--- config.mk ---
export PLATFORM = sky130hd
export DESIGN_NAME = fetch_sequencer
export DESIGN_NICKNAME = d
export VERILOG_FILES = /design/src/rtl/fetch_pkg.sv /design/src/rtl/fetch_sequencer_jump_lut.sv /design/src/rtl/fetch_sequencer.sv
export SDC_FILE = /design/constraint.sdc
export NUM_CORES = 1
export LEC_CHECK = 0
export BUFFER_PORTS_ARGS = -buffer_cell sky130_fd_sc_hd__buf_4
export CORE_MARGIN = 3
export CORE_UTILIZATION = 45
export DETAILED_ROUTE_END_ITERATION = 10
export PLACE_DENSITY_LB_ADDON = 0.05
export SLEW_MARGIN = 20
export SYNTH_ARGS = -nofsm -noshare
export SYNTH_HDL_FRONTEND = slang
export SYNTH_SLANG_ARGS = --single-unit
--- constraint.sdc ---
create_clock -name clk -period 2.3 [get_ports clk]
set_clock_uncertainty 0.15 [all_clocks]
set_input_delay 0.23 -clock clk [delete_from_list [all_inputs] [get_ports clk]]
set_output_delay 0.23 -clock clk [all_outputs]
set_load 0.05 [all_outputs]
--- src/rtl/fetch_pkg.sv ---
// fetch_pkg: shared widths, types and helpers for the instruction fetch path.
//   PC_W / INST_W  : ROM address and instruction widths (1024 x 9-bit ROM)
//   LUT_DEPTH      : number of absolute branch-target entries
//   START_PC       : PC used on reset and every (re)start
//   state_t        : sequencer FSM states
//   rel_target()   : PC-relative target with sign-extended 8-bit offset
package fetch_pkg;

  localparam int PC_W      = 10;
  localparam int INST_W    = 9;
  localparam int LUT_DEPTH = 16;
  localparam int LUT_IDX_W = $clog2(LUT_DEPTH);

  typedef logic [PC_W-1:0]      pc_t;
  typedef logic [INST_W-1:0]    inst_t;
  typedef logic [LUT_IDX_W-1:0] lut_idx_t;

  localparam pc_t START_PC = '0;

  typedef enum logic [1:0] {
    IDLE,
    RUN,
    HALTED
  } state_t;

  // Sum wraps naturally at PC_W bits, so negative offsets and
  // end-of-ROM targets need no special handling.
  function automatic pc_t rel_target(input pc_t base, input logic [7:0] offset);
    return base + pc_t'({{(PC_W-8){offset[7]}}, offset});
  endfunction

endpackage

--- src/rtl/fetch_sequencer_jump_lut.sv ---
// jump_lut: 16-entry register file of absolute branch targets.
//   clk, rst_n : clock, async active-low reset (clears all entries)
//   we, waddr, wdata : single write port, applied on the rising edge
//   raddr, rdata     : combinational read port; returns the pre-write
//                      value when reading the entry being written
module jump_lut
  import fetch_pkg::*;
(
  input  logic                 clk,
  input  logic                 rst_n,
  input  logic                 we,
  input  logic [LUT_IDX_W-1:0] waddr,
  input  logic [PC_W-1:0]      wdata,
  input  logic [LUT_IDX_W-1:0] raddr,
  output logic [PC_W-1:0]      rdata
);

  pc_t lut_q [LUT_DEPTH];
  pc_t lut_d [LUT_DEPTH];

  always_comb begin
    lut_d = lut_q;
    if (we) lut_d[waddr] = wdata;
  end

  always_ff @(posedge clk or negedge rst_n) begin
    if (!rst_n) begin
      for (int i = 0; i < LUT_DEPTH; i++) lut_q[i] <= '0;
    end else begin
      lut_q <= lut_d;
    end
  end

  // Reads the registered array, so a same-cycle write is not visible yet.
  assign rdata = lut_q[raddr];

endmodule

--- src/rtl/fetch_sequencer.sv ---
// fetch_sequencer: program-counter controller for the instruction ROM.
//   start / halt_req        : run control (IDLE -> RUN <-> HALTED)
//   inst_addr / inst_in     : ROM address out, combinational ROM data in
//   ir_data/ir_pc/ir_valid  : instruction register towards decode,
//                             handed over with ir_ready
//   br_*                    : redirect for the instruction in IR, relative
//                             or via the absolute target LUT
//   lut_we/waddr/wdata      : target LUT write port
//   halted                  : sequencer is in HALTED
// Optional: define FETCH_PERF_EN to add the 16-bit saturating output
// fetch_count of instructions accepted by decode since entering RUN.
module fetch_sequencer
  import fetch_pkg::*;
(
  input  logic                 clk,
  input  logic                 rst_n,
  input  logic                 start,
  input  logic                 halt_req,
  output logic [PC_W-1:0]      inst_addr,
  input  logic [INST_W-1:0]    inst_in,
  output logic [INST_W-1:0]    ir_data,
  output logic [PC_W-1:0]      ir_pc,
  output logic                 ir_valid,
  input  logic                 ir_ready,
  input  logic                 br_taken,
  input  logic                 br_rel,
  input  logic [7:0]           br_offset,
  input  logic [LUT_IDX_W-1:0] br_lut_idx,
  input  logic                 lut_we,
  input  logic [LUT_IDX_W-1:0] lut_waddr,
  input  logic [PC_W-1:0]      lut_wdata,
  output logic                 halted
`ifdef FETCH_PERF_EN
  ,
  output logic [15:0]          fetch_count
`endif
);

  state_t state_q, state_d;
  pc_t    fetch_pc_q, fetch_pc_d;
  inst_t  ir_data_q, ir_data_d;
  pc_t    ir_pc_q, ir_pc_d;
  logic   ir_valid_q, ir_valid_d;
  logic   halted_q, halted_d;
  pc_t    lut_rdata;
  pc_t    br_target;
  logic   enter_run;

  jump_lut u_jump_lut (
    .clk   (clk),
    .rst_n (rst_n),
    .we    (lut_we),
    .waddr (lut_waddr),
    .wdata (lut_wdata),
    .raddr (br_lut_idx),
    .rdata (lut_rdata)
  );

  assign enter_run = (state_q != RUN) && start;
  assign br_target = br_rel ? rel_target(ir_pc_q, br_offset) : lut_rdata;

  // Priority inside RUN: halt, then branch (only with a valid IR), then load.
  // A pending br_taken also blocks the load even when IR is empty.
  always_comb begin
    state_d    = state_q;
    fetch_pc_d = fetch_pc_q;
    ir_data_d  = ir_data_q;
    ir_pc_d    = ir_pc_q;
    ir_valid_d = ir_valid_q;
    halted_d   = halted_q;
    case (state_q)
      IDLE, HALTED: begin
        if (start) begin
          state_d    = RUN;
          fetch_pc_d = START_PC;
          ir_valid_d = 1'b0;
          halted_d   = 1'b0;
        end
      end
      RUN: begin
        if (halt_req) begin
          state_d    = HALTED;
          ir_valid_d = 1'b0;
          halted_d   = 1'b1;
        end else if (br_taken && ir_valid_q) begin
          fetch_pc_d = br_target;
          ir_valid_d = 1'b0;
        end else if (!br_taken && (!ir_valid_q || ir_ready)) begin
          ir_data_d  = inst_in;
          ir_pc_d    = fetch_pc_q;
          ir_valid_d = 1'b1;
          fetch_pc_d = fetch_pc_q + pc_t'(1);
        end
      end
      default: begin
        state_d    = IDLE;
        ir_valid_d = 1'b0;
      end
    endcase
  end

  always_ff @(posedge clk or negedge rst_n) begin
    if (!rst_n) begin
      state_q    <= IDLE;
      fetch_pc_q <= START_PC;
      ir_data_q  <= '0;
      ir_pc_q    <= '0;
      ir_valid_q <= 1'b0;
      halted_q   <= 1'b0;
    end else begin
      state_q    <= state_d;
      fetch_pc_q <= fetch_pc_d;
      ir_data_q  <= ir_data_d;
      ir_pc_q    <= ir_pc_d;
      ir_valid_q <= ir_valid_d;
      halted_q   <= halted_d;
    end
  end

  assign inst_addr = fetch_pc_q;
  assign ir_data   = ir_data_q;
  assign ir_pc     = ir_pc_q;
  assign ir_valid  = ir_valid_q;
  assign halted    = halted_q;

`ifdef FETCH_PERF_EN
  logic [15:0] fetch_count_q, fetch_count_d;

  // Counts decode handshakes; a handshake coinciding with halt_req is
  // discarded by the halt and therefore not counted.
  always_comb begin
    fetch_count_d = fetch_count_q;
    if (enter_run) begin
      fetch_count_d = '0;
    end else if (state_q == RUN && ir_valid_q && ir_ready && !halt_req &&
                 fetch_count_q != 16'hFFFF) begin
      fetch_count_d = fetch_count_q + 16'd1;
    end
  end

  always_ff @(posedge clk or negedge rst_n) begin
    if (!rst_n) fetch_count_q <= '0;
    else        fetch_count_q <= fetch_count_d;
  end

  assign fetch_count = fetch_count_q;
`endif

endmodule

==> key figures, run 1 <==
Outcome
  – Status: finished clean

STA
  – Tcrit/Tclk final: 0.975
  – Slew @ Worst Pin: 0.788 ns
  – Hold Vio Cnt, Final: 0
  – Unrepaired setup endpoints after global routing: true
  – Slew margin rel.: 0.475
  – Fin Hold WS: 0.0250 ns
  – Setup TNS: 0 ns
  – Post-layout minimum cycle time: 2.24 ns
  – Max Fclk: 446 MHz
  – Max Slew Vio Count: 0
  – # setup viols final: 0

Setup path
  – RR Startpoint: ir_pc[0]
  – Slowest CP cell: dfrtp_2
  – CP Cell Sequence: ha_4 > fa_2 > a211o_1 > nand3_2 > a2bb2oi_2 > o2111ai_2 > a31o_1 > a32o_1
  – Flop-to-flop setup slack: 0.06 ns
  – CP Launch Type: flip-flop
  – Worst setup EP type: flip-flop
  – Worst r2r dst: inst_addr[6]
  – Critical path peak fanout: 2
  – Critical Path RT: 2.46 ns
  – Crit path largest cell delay: 0.43 ns
  – Critical path type: reg -> reg
  – Worst Reg-to-Reg Cells: 8
  – Crit path DAT: 2.40 ns

Die
  – Initial Util: 0.467
  – DIE AREA: 0.0224 sq mm
  – Die height: 150 um
  – Core Region: 0.0198 sq mm
  – Site Rows: 51
  – Io pins: 74
  – Die W: 150 um

Layout
  – Share of cells above drive strength 1: 0.335
  – Nets: 860
  – Fin util: 0.562
  – # fillers: 1617
  – Diodes inserted: 0
  – Area Overhead vs Synth: 20.3%

Clock tree
  – CTS tree: done
  – Clk slew on worst S/H paths: 0.07 ns
  – Root Buffer Master: clkbuf_16
  – Clk buf depth: 2
  – Skew-Pair Late Insertion Delay: 0.43 ns
  – Total CTS buffers: 17
  – H-tree depth: 4
  – # clock sinks: 193

Hold path
  – Class of the tightest hold or removal check: in -> reg
  – Hold wc startpoint: br_taken
  – Hold Path End: ir_valid
  – Hold path depth: 3

Yosys
  – Post-Synth Adder-Cell Area: 0.0157
  – Number of synthesized flops with an enable pin: 0
  – Seq/Total Area, Yosys: 0.521
  – Synth Area in Simple Gates: 0.0679
  – Warnings, synthesis: 0
  – Mux contribution to synthesized area: 0.314
  – Syn avg cell area: 13.5 sq um
  – Compound-gate portion of the synthesized area: 0.0540
  – Main combinational cell family by area after synthesis: multiplexers
  – Syn Inst Count: 685
  – Commonest register cell after synthesis: dfrtp_1
  – Asr flop ratio synth: 1.00
  – Netlist Area Pre-Place: 0.00927 sq mm
  – Synthesized net count: 739
  – Flip-flop and latch count after synthesis: 193
  – Synth Area in XOR/XNOR: 0.00567
  – Distinct cells, synth: 54

Routing
  – Drt first pass iters: 4
  – Post-DR vias/cell: 5.63
  – Antenna-violating nets left: 0
  – Vias: 6100
  – DRC: 0
  – Detailed Route WL: 23300 um
  – DRC marker count from the first detailed-route iteration: 241
  – Avg WL per Cell: 21.5 um

Global route
  – Largest net degree at the start of global routing: 74
  – Total gr overflow: 0
  – Total Routing Usage GR: 0.218
  – Initial antenna violation count: 0
  – First-pass GRT wire length: 37000 um
  – Number of global-route vias before repair: 6450

Job
  – Max Cap Viol: 0

Placed design
  – Post-detail-place hpwl: 15900 um
  – GPL Wtd Cong: 0.827
  – I/O Buffers: 73

Pwr
  – Lkg Pwr: 5.07 nW
  – PwrDens: 896 mW/mm^2
  – Peak VDD IR: 538 uV
## stage by stage
stage / cell area (sq um) / total power [mW] / setup slack, ns / cells
finish: 11100 / 9.99 / 0.0579 / 1084
global route: 11100 / 10.5 / -0.0326 / 1084
CTS: 11100 / 10.1 / 0.00851 / 1084
detailed placement: 10400 / 7.27 / -0.0675 / 1028
global placement: 10400 / 7.15 / 0.00439 / 1028
floorplan: 9290 / 6.39 / -0.0861 / 685
## how the worst max path moves through the flow
stage          slack, ns      from           end  cells after the start
2_1_floorplan      -0.09  ir_pc[0]  inst_addr[6]                      8
3_3_place_gp       0.004  ir_pc[0]  inst_addr[6]                      8
3_5_place_dp       -0.07  ir_pc[0]  inst_addr[6]                      8
4_1_cts            0.009  ir_pc[0]  inst_addr[6]                      8
5_1_grt            -0.03  ir_pc[0]  inst_addr[6]                      8
6_report            0.06  ir_pc[0]  inst_addr[6]                      8
## cells by family (layout without fill, tap and decap cells)
kind of cell | after synthesis | count (layout)
flops | 193 | 193
simple gates | 139 | 139
buf+inv | 42 | 176
compound gates | 71 | 71
mux | 223 | 223
fa+ha+maj | 11 | 11
xor+xnor | 6 | 6
## cells in the mapped netlist (3+ instances only)
cell / n / area share
dfrtp_1: 193 / 0.52
mux2_2: 89 / 0.11
mux2_1: 74 / 0.090
nand2_1: 69 / 0.028
mux4_2: 33 / 0.080
mux2i_1: 23 / 0.025
nor2_1: 22 / 0.0089
clkbuf_1: 20 / 0.0081
nand3_1: 13 / 0.0070
o21ai_0: 11 / 0.0059
ha_1: 10 / 0.013
a21oi_1: 8 / 0.0043
buf_2: 8 / 0.0043
nand2b_1: 8 / 0.0054
inv_1: 7 / 0.0028
nor2b_1: 7 / 0.0047
a21o_1: 6 / 0.0049
a22oi_1: 6 / 0.0049
a211o_1: 5 / 0.0047
mux4_1: 4 / 0.011
nor4_1: 4 / 0.0027
o211ai_1: 4 / 0.0032
o21ai_1: 4 / 0.0022
a211oi_1: 3 / 0.0024
a31oi_1: 3 / 0.0020
buf_6: 3 / 0.0036
nand4_1: 3 / 0.0020
nor3_1: 3 / 0.0016
o2111ai_1: 3 / 0.0028
o31ai_1: 3 / 0.0024
xnor2_1: 3 / 0.0028
xor2_1: 3 / 0.0028
## metal layers
layer / vias up / global-route usage / part of all wire
met5: - / 0 / 0
met4: 0 / 0.0627 / 0.017
met3: 27 / 0.0306 / 0.045
met2: 144 / 0.370 / 0.49
met1: 3161 / 0.295 / 0.45
li1: 2768 / - / -
## cell type report
class	instances	area (sq um)	area share
Tap cell	265	332	0.0297
Clock inverter	13	105	0.00943
Timing Repair Buffer	136	1140	0.103
Multi-Input combinational cell	450	4270	0.383
Sequential cell	193	4830	0.433
Clock buffer	19	433	0.0388
Inverter	8	30.0	0.00269
## registers in the layout (all words and copies together), names as in the netlist
name / count
ir_valid: 1
ir_pc: 10
ir_data: 9
inst_addr: 10
state_q: 2
u_jump_lut.lut_q: 160
halted: 1
## critical path: cells and delay by family (launching register included)
family / cells / cell delay (ns)
compound gates: 5 / 0.97
fa+ha+maj: 2 / 0.51
flops: 1 / 0.43
simple gates: 1 / 0.08
## repair_timing
| item | 4_1_cts | 5_1_grt |
|---|---|---|
| resized for setup | 1 | 2 |
| setup endpoints to repair | 1 | 1 |
| pin swaps | 1 | 1 |
| buffers inserted | 2 | 0 |
| hold buffers | 22 | 0 |
| endpoints found under the hold margin | 162 | 0 |
## placed cells by master, fill, tap and decap left out, types with 4 or more instances in the layout
| master | netlist | layout |
|---|---|---|
| nand3_1 | 13 | 12 |
| mux4_2 | 33 | 33 |
| buf_12 | 0 | 5 |
| buf_4 | 2 | 108 |
| dlygate4sd3_1 | 0 | 22 |
| inv_1 | 7 | 7 |
| mux2i_1 | 23 | 23 |
| nand2b_1 | 8 | 8 |
| a22oi_1 | 6 | 6 |
| a211o_1 | 5 | 5 |
| clkbuf_16 | 0 | 17 |
| o21ai_0 | 11 | 11 |
| nor2_1 | 22 | 22 |
| mux4_1 | 4 | 4 |
| nand2_1 | 69 | 69 |
| nor4_1 | 4 | 4 |
| a21oi_1 | 8 | 8 |
| o21ai_1 | 4 | 4 |
| a21o_1 | 6 | 6 |
| ha_1 | 10 | 9 |
| o211ai_1 | 4 | 4 |
| inv_6 | 0 | 4 |
| nor2b_1 | 7 | 7 |
| mux2_2 | 89 | 89 |
| dfrtp_1 | 193 | 192 |
| mux2_1 | 74 | 74 |
## where the power goes
part	internal (mW)	switching, mW
Combinational	1.26	1.34
Sequential	4.19	0.449
Clock	1.41	1.35
No activity file was read; power rests on OpenSTA's default activity.
==> run 2, diff against run 1 <==
--- a/constraint.sdc
+++ b/constraint.sdc
@@ -4,2 +4,2 @@
 set_output_delay 0.23 -clock clk [all_outputs]
-set_load 0.05 [all_outputs]
+set_load 0.02 [all_outputs]
==> key figures, run 2 (same netlist as run 1, synthesis figures left out) <==
Outcome
  – Status: finished clean

Routing
  – DRC marker count from the first detailed-route iteration: 283
  – Vias: 6093
  – Avg WL per Cell: 21.3 um
  – DRC: 0
  – Detailed Route WL: 23000 um
  – Antenna-violating nets left: 0
  – Drt first pass iters: 6
  – Post-DR vias/cell: 5.64

Global route
  – Number of global-route vias before repair: 6361
  – Total Routing Usage GR: 0.215
  – Initial antenna violation count: 0
  – First-pass GRT wire length: 36500 um
  – Largest net degree at the start of global routing: 65
  – Total gr overflow: 0

Setup path
  – Critical path type: reg -> reg
  – Worst setup EP type: flip-flop
  – Critical path peak fanout: 2
  – Critical Path RT: 2.46 ns
  – Crit path largest cell delay: 0.43 ns
  – Flop-to-flop setup slack: 0.02 ns
  – CP Launch Type: flip-flop
  – Slowest CP cell: dfrtp_2
  – CP Cell Sequence: ha_4 > fa_2 > a211o_1 > nand3_2 > a2bb2oi_2 > o2111ai_2 > buf_4 > a32o_1
  – Crit path DAT: 2.45 ns

Layout
  – Most frequent cells in the layout: dfrtp_1, buf_4, mux2_2
  – Final instance area: 0.0112 sq mm
  – Area Overhead vs Synth: 20.8%
  – Biggest register: u_jump_lut.lut_q
  – Share of cells above drive strength 1: 0.331
  – Fin util: 0.564
  – Diodes inserted: 0
  – Nets: 858
  – Most common cell after layout, fill and taps aside: dfrtp_1
  – Max reg flops: 160

STA
  – # setup viols final: 0
  – Max Slew Vio Count: 0
  – Slew margin rel.: 0.484
  – Tcrit/Tclk final: 0.993
  – Max Fclk: 438 MHz
  – Unrepaired setup endpoints after global routing: true
  – Post-layout minimum cycle time: 2.28 ns
  – Hold Vio Cnt, Final: 0
  – Setup TNS: 0 ns
  – Fin Hold WS: 0.0834 ns
  – Slew @ Worst Pin: 0.775 ns

Die
  – DIE AREA: 0.0224 sq mm
  – Initial Util: 0.467
  – Site Rows: 51
  – Die W: 150 um
  – Die height: 150 um
  – Core Region: 0.0198 sq mm
  – Io pins: 74

Clock tree
  – # clock sinks: 193
  – CTS tree: done
  – H-tree depth: 4
  – Clk slew on worst S/H paths: 0.07 ns
  – Clk buf depth: 2
  – Root Buffer Master: clkbuf_16
  – Skew-Pair Late Insertion Delay: 0.43 ns
  – Total CTS buffers: 17

Pwr
  – Peak VDD IR: 458 uV
  – Lkg Pwr: 5.08 nW
  – PwrDens: 888 mW/mm^2

Placed design
  – I/O Buffers: 73
  – Cell area after placement: 0.0104 sq mm
  – Post-detail-place hpwl: 15500 um
  – GPL Wtd Cong: 0.843

Hold path
  – Class of the tightest hold or removal check: in -> reg

Job
  – Max Cap Viol: 0
==> run 2: metal layers <==
metal  global-route usage  vias up  routed length, um
met2                0.348      153              10900
met3               0.0382       19               1020
li1                     -     2762                  -
met5                    0        -                  0
met4               0.0531        0                281
met1                0.304     3159              10800
==> run 2: what timing repair did <==
| action | 4_1_cts | 5_1_grt |
|---|---|---|
| setup buffers | 0 | 0 |
| resized for setup | 1 | 3 |
| hold buffers | 23 | 0 |
| pin swaps | 1 | 2 |
| hold endpoints to repair | 161 | 0 |
| endpoints found under the setup margin | 1 | 1 |
==> run 2: final timing paths <==
| kind | from | to | depth (start not counted) |
|---|---|---|---|
| min in group asynchronous | rst_n | ir_data[2] | 2 |
| worst min register to register | u_jump_lut.lut_q[68] | u_jump_lut.lut_q[68] | 1 |
| max in group asynchronous | rst_n | u_jump_lut.lut_q[141] | 3 |
| worst max register to register | ir_pc[0] | inst_addr[6] | 8 |
| worst max-delay path | ir_pc[0] | inst_addr[6] | 8 |
| worst min-delay path | br_rel | inst_addr[8] | 3 |
==> run 2: cell type report <==
| type | count | area [sq um] |
|---|---|---|
| sequential | 193 | 4830 |
| timing repair buffer | 134 | 1130 |
| tap | 265 | 332 |
| inverter | 8 | 30.0 |
| fill | 1642 | 8650 |
| multi-input combinational | 450 | 4280 |
| clock buffer | 20 | 437 |
| clock inverter | 11 | 158 |
==> run 2: power by group <==
group / internal (mW) / total (mW) / leakage (nW) / switching, mW
clock: 1.72 / 3.02 / 0.275 / 1.30
sequential: 4.19 / 4.64 / 2.40 / 0.455
combinational: 1.26 / 2.28 / 2.40 / 1.02
total: 7.17 / 9.95 / 5.08 / 2.78
==> run 2: critical path: cells and delay by family, from the launching register on <==
family | cells | cell delay [ns]
flops | 1 | 0.43
buf+inv | 1 | 0.15
simple gates | 1 | 0.08
compound gates | 4 | 0.85
fa+ha+maj | 2 | 0.51
==> run 2: stage by stage <==
step	total power, mW	cells	setup slack (ns)
final	9.95	1081	0.0152
after global routing	10.5	1081	-0.0608
after CTS	10.0	1081	0.00417
after detailed placement	6.96	1027	-0.0298
after global placement	6.86	1027	-0.00772
after floorplan	6.09	685	-0.00388
